==> src/rtl/alu_pkg.sv <==
// Shared definitions for the execute-stage ALU: op bit indices,
// FSM states, compare codes and flag bit positions.
package alu_pkg;

    localparam int OP_ADD = 0;
    localparam int OP_LD  = 1;
    localparam int OP_ST  = 2;
    localparam int OP_SUB = 3;
    localparam int OP_MUL = 4;
    localparam int OP_CMP = 5;
    localparam int OP_MOV = 6;
    localparam int OP_OR  = 7;
    localparam int OP_AND = 8;
    localparam int OP_NOT = 9;
    localparam int OP_LSL = 10;
    localparam int OP_LSR = 11;
    localparam int OP_W   = 12;

    typedef enum logic {
        IDLE = 1'b0,
        MUL  = 1'b1
    } state_e;

    localparam logic [1:0] CMP_LT = 2'd0;
    localparam logic [1:0] CMP_EQ = 2'd1;
    localparam logic [1:0] CMP_GT = 2'd2;

    localparam int FLAG_V = 0;
    localparam int FLAG_C = 1;
    localparam int FLAG_Z = 2;
    localparam int FLAG_N = 3;

endpackage

==> src/rtl/alu_pipe_mul.sv <==
// Iterative shift-add multiplier, one partial product per cycle.
// The final iteration is held while the result cannot be taken.
module alu_mul_iter #(
    parameter int W = 16
) (
    input  logic         clk,
    input  logic         reset,
    input  logic         abort,
    input  logic         start,
    input  logic         hold,
    input  logic [W-1:0] a,
    input  logic [W-1:0] b,
    output logic         done,
    output logic [W-1:0] product,
    output logic         busy
);
    import alu_pkg::*;

    localparam int CW = $clog2(W);
    localparam logic [CW-1:0] LAST = CW'(W - 1);

    logic [W-1:0]  acc_q, acc_d;
    logic [W-1:0]  a_q, a_d;
    logic [W-1:0]  b_q, b_d;
    logic [CW-1:0] cnt_q, cnt_d;
    logic          busy_q, busy_d;
    logic [W-1:0]  partial;

    always_comb begin
        acc_d   = acc_q;
        a_d     = a_q;
        b_d     = b_q;
        cnt_d   = cnt_q;
        busy_d  = busy_q;
        partial = b_q[0] ? a_q : '0;
        product = acc_q + partial;
        done    = busy_q && (cnt_q == LAST);
        if (abort) begin
            busy_d = 1'b0;
        end else if (start) begin
            acc_d  = '0;
            a_d    = a;
            b_d    = b;
            cnt_d  = '0;
            busy_d = 1'b1;
        end else if (busy_q && !(done && hold)) begin
            acc_d = product;
            a_d   = a_q << 1;
            b_d   = b_q >> 1;
            cnt_d = cnt_q + 1'b1;
            if (done) busy_d = 1'b0;
        end
    end

    always_ff @(posedge clk or posedge reset) begin
        if (reset) begin
            acc_q  <= '0;
            a_q    <= '0;
            b_q    <= '0;
            cnt_q  <= '0;
            busy_q <= 1'b0;
        end else begin
            acc_q  <= acc_d;
            a_q    <= a_d;
            b_q    <= b_d;
            cnt_q  <= cnt_d;
            busy_q <= busy_d;
        end
    end

    assign busy = busy_q;

endmodule

==> src/rtl/alu_pipe.sv <==
// Execute-stage ALU with registered valid/ready output and iterative MUL.
// Define ALU_FLAGS_EN to add the registered {N,Z,C,V} alu_flags output.
module alu_pipe
    import alu_pkg::*;
#(
    parameter int DATA_W  = 16,
    parameter int IMM_W   = 5,
    parameter int INSTR_W = 16
) (
    input  logic               clk,
    input  logic               reset,
    input  logic               flush,
    input  logic               in_valid,
    output logic               in_ready,
    input  logic [OP_W-1:0]    alusignals,
    input  logic [INSTR_W-1:0] instrin,
    input  logic [DATA_W-1:0]  op1,
    input  logic [DATA_W-1:0]  op2,
    input  logic [IMM_W-1:0]   immx,
    input  logic               isimmediate,
    input  logic               iswb,
    output logic               out_valid,
    input  logic               out_ready,
    output logic [DATA_W-1:0]  aluresult,
    output logic [INSTR_W-1:0] instrout,
    output logic [DATA_W-1:0]  op2_out,
    output logic               isld1,
    output logic               isst1,
    output logic               iswb_out,
    output logic               busy
`ifdef ALU_FLAGS_EN
    ,
    output logic [3:0]         alu_flags
`endif
);

    localparam int MSB = DATA_W - 1;
    localparam int SW  = $clog2(DATA_W);
    localparam logic [DATA_W-1:0] W_LIM = DATA_W'(DATA_W);

    state_e              state_q, state_d;
    logic                valid_q, valid_d;
    logic [DATA_W-1:0]   result_q, result_d;
    logic [INSTR_W-1:0]  instr_q, instr_d;
    logic [DATA_W-1:0]   op2o_q, op2o_d;
    logic                ld_q, ld_d;
    logic                st_q, st_d;
    logic                wb_q, wb_d;
    logic [INSTR_W-1:0]  m_instr_q, m_instr_d;
    logic [DATA_W-1:0]   m_op2_q, m_op2_d;
    logic                m_wb_q, m_wb_d;

    logic [OP_W-1:0]     op_sel;
    logic [DATA_W-1:0]   a, b, res;
    logic                can_load, accept, is_mul;
    logic                mul_start, mul_done, mul_busy;
    logic [DATA_W-1:0]   mul_product;

    assign a        = op1;
    assign b        = isimmediate ? DATA_W'(immx) : op2;
    // Lowest set bit wins when several ops are flagged.
    assign op_sel   = alusignals & (~alusignals + 1'b1);
    assign is_mul   = op_sel[OP_MUL];
    assign can_load = !valid_q || out_ready;
    assign in_ready = !flush && (state_q == IDLE) && can_load;
    assign accept   = in_valid && in_ready;
    assign mul_start = accept && is_mul;

    always_comb begin
        res = '0;
        unique case (1'b1)
            op_sel[OP_ADD], op_sel[OP_LD], op_sel[OP_ST]: res = a + b;
            op_sel[OP_SUB]: res = a - b;
            op_sel[OP_CMP]: begin
                if (a == b)     res = DATA_W'(CMP_EQ);
                else if (a > b) res = DATA_W'(CMP_GT);
                else            res = DATA_W'(CMP_LT);
            end
            op_sel[OP_MOV]: res = b;
            op_sel[OP_OR]:  res = a | b;
            op_sel[OP_AND]: res = a & b;
            op_sel[OP_NOT]: res = ~a;
            op_sel[OP_LSL]: res = (b >= W_LIM) ? '0 : a << b[SW-1:0];
            op_sel[OP_LSR]: res = (b >= W_LIM) ? '0 : a >> b[SW-1:0];
            default:        res = '0;
        endcase
    end

`ifdef ALU_FLAGS_EN
    logic [3:0] flags_q, flags_d;
    logic [3:0] fl;

    always_comb begin
        fl = '0;
        fl[FLAG_N] = res[MSB];
        fl[FLAG_Z] = (res == '0);
        if (op_sel[OP_ADD] || op_sel[OP_LD] || op_sel[OP_ST]) begin
            fl[FLAG_C] = (res < a);
            fl[FLAG_V] = (a[MSB] == b[MSB]) && (res[MSB] != a[MSB]);
        end else if (op_sel[OP_SUB]) begin
            fl[FLAG_C] = (a < b);
            fl[FLAG_V] = (a[MSB] != b[MSB]) && (res[MSB] != a[MSB]);
        end
    end
`endif

    alu_mul_iter #(.W(DATA_W)) u_mul (
        .clk     (clk),
        .reset   (reset),
        .abort   (flush),
        .start   (mul_start),
        .hold    (!can_load),
        .a       (a),
        .b       (b),
        .done    (mul_done),
        .product (mul_product),
        .busy    (mul_busy)
    );

    always_comb begin
        state_d   = state_q;
        valid_d   = valid_q;
        result_d  = result_q;
        instr_d   = instr_q;
        op2o_d    = op2o_q;
        ld_d      = ld_q;
        st_d      = st_q;
        wb_d      = wb_q;
        m_instr_d = m_instr_q;
        m_op2_d   = m_op2_q;
        m_wb_d    = m_wb_q;
`ifdef ALU_FLAGS_EN
        flags_d   = flags_q;
`endif
        if (flush) begin
            valid_d = 1'b0;
            state_d = IDLE;
        end else begin
            if (valid_q && out_ready) valid_d = 1'b0;
            unique case (state_q)
                IDLE: begin
                    if (accept && is_mul) begin
                        state_d   = MUL;
                        m_instr_d = instrin;
                        m_op2_d   = op2;
                        m_wb_d    = iswb;
                    end else if (accept) begin
                        valid_d  = 1'b1;
                        result_d = res;
                        instr_d  = instrin;
                        op2o_d   = op2;
                        ld_d     = op_sel[OP_LD];
                        st_d     = op_sel[OP_ST];
                        wb_d     = iswb;
`ifdef ALU_FLAGS_EN
                        flags_d  = fl;
`endif
                    end
                end
                MUL: begin
                    if (mul_done && can_load) begin
                        state_d  = IDLE;
                        valid_d  = 1'b1;
                        result_d = mul_product;
                        instr_d  = m_instr_q;
                        op2o_d   = m_op2_q;
                        ld_d     = 1'b0;
                        st_d     = 1'b0;
                        wb_d     = m_wb_q;
`ifdef ALU_FLAGS_EN
                        flags_d  = {mul_product[MSB], mul_product == '0, 2'b00};
`endif
                    end
                end
                default: state_d = IDLE;
            endcase
        end
    end

    always_ff @(posedge clk or posedge reset) begin
        if (reset) begin
            state_q   <= IDLE;
            valid_q   <= 1'b0;
            result_q  <= '0;
            instr_q   <= '0;
            op2o_q    <= '0;
            ld_q      <= 1'b0;
            st_q      <= 1'b0;
            wb_q      <= 1'b0;
            m_instr_q <= '0;
            m_op2_q   <= '0;
            m_wb_q    <= 1'b0;
`ifdef ALU_FLAGS_EN
            flags_q   <= '0;
`endif
        end else begin
            state_q   <= state_d;
            valid_q   <= valid_d;
            result_q  <= result_d;
            instr_q   <= instr_d;
            op2o_q    <= op2o_d;
            ld_q      <= ld_d;
            st_q      <= st_d;
            wb_q      <= wb_d;
            m_instr_q <= m_instr_d;
            m_op2_q   <= m_op2_d;
            m_wb_q    <= m_wb_d;
`ifdef ALU_FLAGS_EN
            flags_q   <= flags_d;
`endif
        end
    end

    assign out_valid = valid_q;
    assign aluresult = result_q;
    assign instrout  = instr_q;
    assign op2_out   = op2o_q;
    assign isld1     = ld_q;
    assign isst1     = st_q;
    assign iswb_out  = wb_q;
    // FSM state is authoritative; the multiplier's own flag mirrors it.
    assign busy      = (state_q == MUL) && mul_busy;
`ifdef ALU_FLAGS_EN
    assign alu_flags = flags_q;
`endif

endmodule

==> config.mk <==
export PLATFORM = sky130hd
export DESIGN_NAME = alu_pipe
export DESIGN_NICKNAME = d
export VERILOG_FILES = /design/src/rtl/alu_pkg.sv /design/src/rtl/alu_pipe_mul.sv /design/src/rtl/alu_pipe.sv
export SDC_FILE = /design/constraint.sdc
export NUM_CORES = 1
export LEC_CHECK = 0
export ABC_AREA = 1
export BUFFER_PORTS_ARGS = -buffer_cell sky130_fd_sc_hd__buf_4
export CAP_MARGIN = 20
export CORE_MARGIN = 2
export CORE_UTILIZATION = 56
export DETAILED_ROUTE_END_ITERATION = 8
export PLACE_DENSITY = 0.77
export SYNTH_ARGS = -nofsm -noshare
export SYNTH_HDL_FRONTEND = slang
export SYNTH_SLANG_ARGS = --single-unit
export TNS_END_PERCENT = 100
==> constraint.sdc <==
create_clock -name clk -period 5.1 [get_ports clk]
set_input_delay 0.765 -clock clk [delete_from_list [all_inputs] [get_ports clk]]
set_output_delay 0.765 -clock clk [all_outputs]
set_load 0.03 [all_outputs]
; ---- Word level (Yosys, flattened, before mapping)
; Cells that the tools add are included.
[word_totals]
regBits = 139
inputBits = 72
wordCells = 112
[classes]
add_sub_neg = 5
magnitude_cmp = 2
eq_ne = 5
n_shift = 2
muxes = 52
bitwise = 7
reduce_logical = 23
[ops]
columns = operator, n
row1 = 2-to-1 mux 16 bit, 19
row2 = case mux 16 bit (9 select lines), 1
row3 = case mux 16 bit (2 select lines), 3
row4 = adder 16 bit, 2
row5 = 2-to-1 mux 1 bit, 20
row6 = bitwise AND 16 bit, 1
row7 = equality test 16 bit, 1
row8 = "greater-or-equal comparator 16 x 5 -> 1 bit, second input constant", 1
row9 = > comparator 16 bit, 1
row10 = NOT 16 bit, 1
row11 = OR 16 bit, 1
row12 = left shift 16 x 4 -> 16 bit, 1
row13 = >> shifter 16 x 4 -> 16 bit, 1
row14 = subtractor 16 bit, 1
row15 = "adder 12 x 1 -> 12 bit, second input constant", 1
row16 = bitwise AND 12 bit, 1
row17 = NOT 12 bit, 1
row18 = logical AND 1 bit, 10
row19 = case mux 1 bit (2 select lines), 5
row20 = 2-to-1 mux 4 bit, 2
row21 = nonzero test 3 bit, 2
row22 = "adder 4 x 1 -> 4 bit, second input constant", 1
row23 = "equality test 4 bit, second input constant", 1
row24 = logical NOT 1 bit, 4
row25 = other kinds (10), 14

; ---- Longest topological paths before layout
[depth]
depth_word = 9
mapped_depth = 21
depth_no_buf = 20

; ---- Cells and area by module
; A second synthesis with hierarchy kept.
[hier_totals]
cells_unflattened = 1783
area_unflattened_um2 = 11498.5
[modules_own_cells]
columns = mod, n_inst, cells_per_inst, area_each_um2, seq_area_each_um2
row1 = alu_pipe, 1, 1297, 8016.4, 2152.1
row2 = alu_mul_iter, 1, 486, 3482.1, 1326.3

; ---- Worst setup path after synthesis
; No wires, ideal clock.
[synth_path]
path_kind = input to register
startpoint = input port isimmediate
endpoint = register result_q[8] (netlist: aluresult[8])
setup_ns = 0.120
arrival_ns = 2.983
t_required_ns = 4.980
slack_ns = 1.997
cell_stages = 20
cell_sequence = inv_2 buf_6 or2_1 o21ai_2 buf_2 ha_1 clkbuf_1 inv_1 nand3_1 nand2_1 inv_1 o21ai_1 nand2_1 nand2_1 nand2_1 nand3_1 nand2_1 nand3b_1 nand2_1 a21oi_1
[synth_between]
elab_chain_cells = 7
word_cells_on_any_way = 14
classes_between = 2 x add/sub / 1 x order compare / 2 x shift / 7 x mux / 2 x bitwise
[synth_lines]
columns = element, line
row1 = from (decl), alu_pipe.sv:20  ; input logic isimmediate,
row2 = 2-to-1 mux 16 bit *, alu_pipe.sv:60  ; assign b = isimmediate ? DATA_W'(immx) : op2;
row3 = "greater-or-equal comparator 16 x 5 -> 1 bit, or another cell as far along", "alu_pipe.sv:83, alu_pipe.sv:84"
row4 = "2-to-1 mux 16 bit, on equally long branches", "alu_pipe.sv:84, alu_pipe.sv:83"
row5 = case mux 16 bit (9 select lines) *, alu_pipe.sv:71  ; unique case (1'b1)
row6 = 2-to-1 mux 16 bit *, alu_pipe.sv:147  ; end else if (accept) begin
row7 = 2-to-1 mux 16 bit *, alu_pipe.sv:142  ; if (accept && is_mul) begin
row8 = case mux 16 bit (2 select lines) *, alu_pipe.sv:140  ; unique case (state_q)
row9 = to (signal assigned), alu_pipe.sv:199  ; result_q <= result_d;
row10 = to (decl), alu_pipe.sv:43  ; logic [DATA_W-1:0] result_q, result_d;
; Every way passes the cells marked *; elsewhere a longest branch is shown, timed or not. The select of a mux whose other input is x is not followed.
; A chain may end at the register's enable or synchronous reset.

; ---- Final worst setup path
[layout_path]
startpoint = input port isimmediate
endpoint = register result_q[9] (netlist: aluresult[9])
; Same word-level chain as after synthesis.

==> Implementation_results.wiki <==
{| class="wikitable"
! Metric !! Value
|-
| Result of the run || finished clean
|-
| Number of antenna-violating nets in the routed design || 0
|-
| YS warnings || 0
|-
| Final Skew || between 0.01 and 0.015 ns
|-
| Worst hold slack after final layout || a little under 0.5 ns
|-
| RD Place Congestion || slightly above 1
|-
| Die outline height || roughly 140 um
|-
| Path class of the lowest-slack min-delay path || reg -> reg
|-
| Number of fill cells in the layout || ~1700
|-
| Total wire length after detailed routing || ~40000 um
|-
| Number of flip-flops and latches in the synthesized netlist || 139
|-
| Area taken by multi-input logic gates || approximately 6400 um2
|-
| Most frequent cell after synthesis || nand2_1
|-
| Maximum number of pins on one net before global-route repair || approximately 110
|-
| Origin of the worst setup path || isimmediate
|-
| Share of async-settable or async-resettable flops after synthesis || 100%
|-
| Number of flops mapped to enable cells by yosys || 0
|-
| Count of endpoints failing hold in the final timing report || 0
|-
| Worst r2r dst || aluresult[5]
|-
| Final critical-path required period || roughly 3.4 ns
|-
| Maximum vdd drop || 0.249 mV
|-
| Number of antenna violations at the first check in global routing || 2
|-
| Summed negative setup slack over all endpoints || 0 ns
|-
| R2r setup slk || 1.75 ns
|-
| Leakage power of the design || between 6 and 7 nW
|-
| Highest net fanout along the worst path || 22
|-
| Clock tree buffer depth || 2
|-
| Final setup vio count || 0
|-
| TritonCTS clock tree || done
|-
| Count of maximum capacitance violations || 0
|-
| Clk sinks || roughly 140
|-
| Largest area contributor in the synthesized netlist || dfrtp_1
|-
| Number of cells traversed by the worst hold path || 2
|-
| Startpoint types || input pin
|-
| Top cells by area, synth || dfrtp_1, nand2_1, ha_1, nand3_1, nor2_1
|-
| Total nets after synthesis || 1789
|-
| Reg-to-reg startpoint || state_q
|-
| Number of top-level pins || 126
|-
| Number of search-and-repair iterations in the first detailed-routing pass || 8
|-
| Worst Hold Launch || m_instr_q[7]
|-
| Area of the mapped netlist || between 10000 and 15000 um2
|-
| Register area share after synthesis || roughly 32%
|-
| Number of remaining DRC errors || 0
|-
| Critical Setup Path Class || in -> reg
|-
| GR Overflow Total || 0
|-
| Number of pins with negative max-slew slack in the final report || 0
|-
| Total CTS buffers || 17
|-
| Clock edge transition at the registers on the reported setup and hold paths || about 0.07 ns
|-
| Worst hold path endpoint || m_instr_q[7]
|-
| Via count of the first global-routing pass || ~11000
|-
| Hold bufs inserted after CTS || 0
|-
| Worst slew margin relative to its limit || 36.7%
|-
| Deepest level of the CTS H-tree || 4
|-
| Cells after synthesis || about 1600
|-
| Area of the placeable core || 18800 um2
|-
| Power Dens Cells || about 330 nW/um2
|-
| Netlist cell types || between 40 and 50
|-
| Commonest register cell after synthesis || dfrtp_1
|-
| Effective utilization at floorplan || 57.4%
|-
| Maximum clock frequency || slightly below 300 MHz
|-
| Total of buffers placed on input and output ports || about 130
|-
| Clock tree root buffer cell || clkbuf_16
|-
| Slew at the pin closest to its max-slew limit || 0.950 ns
|-
| Die Area || approximately 20000 um2
|-
| Half-perimeter wire length of the detailed placement result || between 20000 and 30000 um
|-
| Category of the worst setup path capture point || flip-flop
|-
| Final-stage net count || approximately 1900
|-
| First DRT Iteration DRCs || between 1000 and 1500
|-
| Post-synth top cells || nand2_1, nor2_1, nand3_1
|-
| Fraction of final layout cells sized beyond drive strength 1 || roughly an eighth
|-
| Quantity of gates resized following cts || 0
|-
| Die X-Extent || around 140 um
|-
| Setup repair after global routing missed its margin || no
|-
| Critical path required time || ~5.4 ns
|-
| Vias after detailed routing || between 10000 and 15000
|-
| Average instance area after synthesis || ~6.6 um2
|-
| Number of cells traversed by the worst register-to-register path || 9
|-
| Overall Global Routing Usage || ~40%
|-
| Placement row count || 50
|-
| Post-CTS repair timing setup buffer count || 0
|-
| Share of the clock period used by the worst path after layout || approximately two thirds
|-
| Area growth from synthesis to layout || 15.2%
|-
| Number of vias per cell || roughly 6
|-
| Critical path arrival || 3.67 ns
|-
| Register area || roughly 3500 um2
|-
| Global-route wire length before repair || around 61000 um
|-
| Insertion delay of the later-clocked pin in the worst-skew pair || 0.43 ns
|-
| Fraction of post-synthesis cell area in the top cell type by area || 32.2%
|-
| DR WL/cell || 19.7 um
|}
## layout make-up
cell class | instances | area share (%)
diodes | 1 | 0.0201
flip-flops and latches | 139 | 27.9
well taps | 260 | 2.61
multi-input cells | 1283 | 51.6
inverters | 154 | 4.68
repair buffers | 140 | 8.43
clock inverters | 14 | 1.21
clock buffers | 18 | 3.52
## routing by layer
layer	part of all wire, %	track usage, %	vias up
met2	44	59.5	700
met3	10	7.44	116
met1	41	53.4	5521
met4	4.6	19.4	2
li1	-	-	5602
met5	0.023	0	-
## how the worst max path moves through the flow
stage                    to  slack [ns]
3_5_place_dp   aluresult[6]        1.39
5_1_grt        aluresult[5]        1.51
6_report       aluresult[9]        1.74
3_3_place_gp   aluresult[9]        1.49
2_1_floorplan  aluresult[0]        0.61
4_1_cts        aluresult[6]        1.83
## logic make-up (layout without fill, tap and decap cells)
group / Yosys count / after routing / synth area share (%)
and+or+nand+nor: 913 / 913 / 35.1
DFF: 139 / 139 / 32.2
adders and majority gates: 68 / 68 / 8.08
AOI/OAI and AO/OA: 290 / 290 / 15.3
buffers and inverters: 227 / 326 / 8.40
xor gates and xnor gates: 12 / 12 / 0.972
other: 0 / 1 / 0
## sequential cells by signal, summed over array words and instances (netlist names), 4 cells and up
signal and flops:
aluresult 16, instrout 16, m_instr_q 16, m_op2_q 16, op2_out 16, u_mul.a_q 16
u_mul.acc_q 16, u_mul.b_q 16, u_mul.cnt_q 4
## report_power, final
part	total (W)	internal, W	leakage, nW	switching (W)
registers	0.00149	0.00132	1.72	0.000171
logic	0.00139	0.000487	4.34	0.000903
clock network	0.00125	0.000667	0.287	0.000579
## per-stage QoR
stage               utilization [%]  total power [W]  setup slack [ns]  cell area (um2)  std cells
floorplan                         -          0.00237             0.610            10800       1649
detailed placement             63.0          0.00286              1.39            11900       1976
global route                   66.2          0.00434              1.51            12500       2008
finish                         66.2          0.00413              1.74            12500       2009
CTS                            66.2          0.00410              1.83            12500       2008
global placement               63.0          0.00283              1.49            11900       1976
## critical path: stages
cell and delay (ns):
buf_4 0.17, inv_2 0.15, or2_1 0.25, o21ai_2 0.31, inv_2 0.37, ha_1 0.34
a21oi_1 0.25, nor2_1 0.07, nor2_1 0.10, nand2_1 0.16, a21boi_0 0.29, a21oi_1 0.10
o21ai_0 0.11, nand3b_1 0.10, nand2_1 0.07, a21oi_1 0.06
## cell usage in the layout (no fill, tap or decap), types with 8 or more instances in the layout
| cell type | Yosys | routed |
|---|---|---|
| inv_2 | 7 | 8 |
| a21oi_1 | 87 | 87 |
| a31oi_1 | 65 | 65 |
| nor3_1 | 16 | 16 |
| inv_1 | 141 | 140 |
| clkbuf_16 | 0 | 17 |
| ha_1 | 65 | 65 |
| nand2_1 | 513 | 513 |
| buf_4 | 3 | 140 |
| nand3_1 | 148 | 148 |
| dfrtp_1 | 139 | 139 |
| nor2_1 | 183 | 183 |
| nand4_1 | 23 | 23 |
| o21ai_0 | 91 | 91 |
| o211ai_1 | 12 | 12 |
Note: power is estimated with default switching activity, not from simulation.
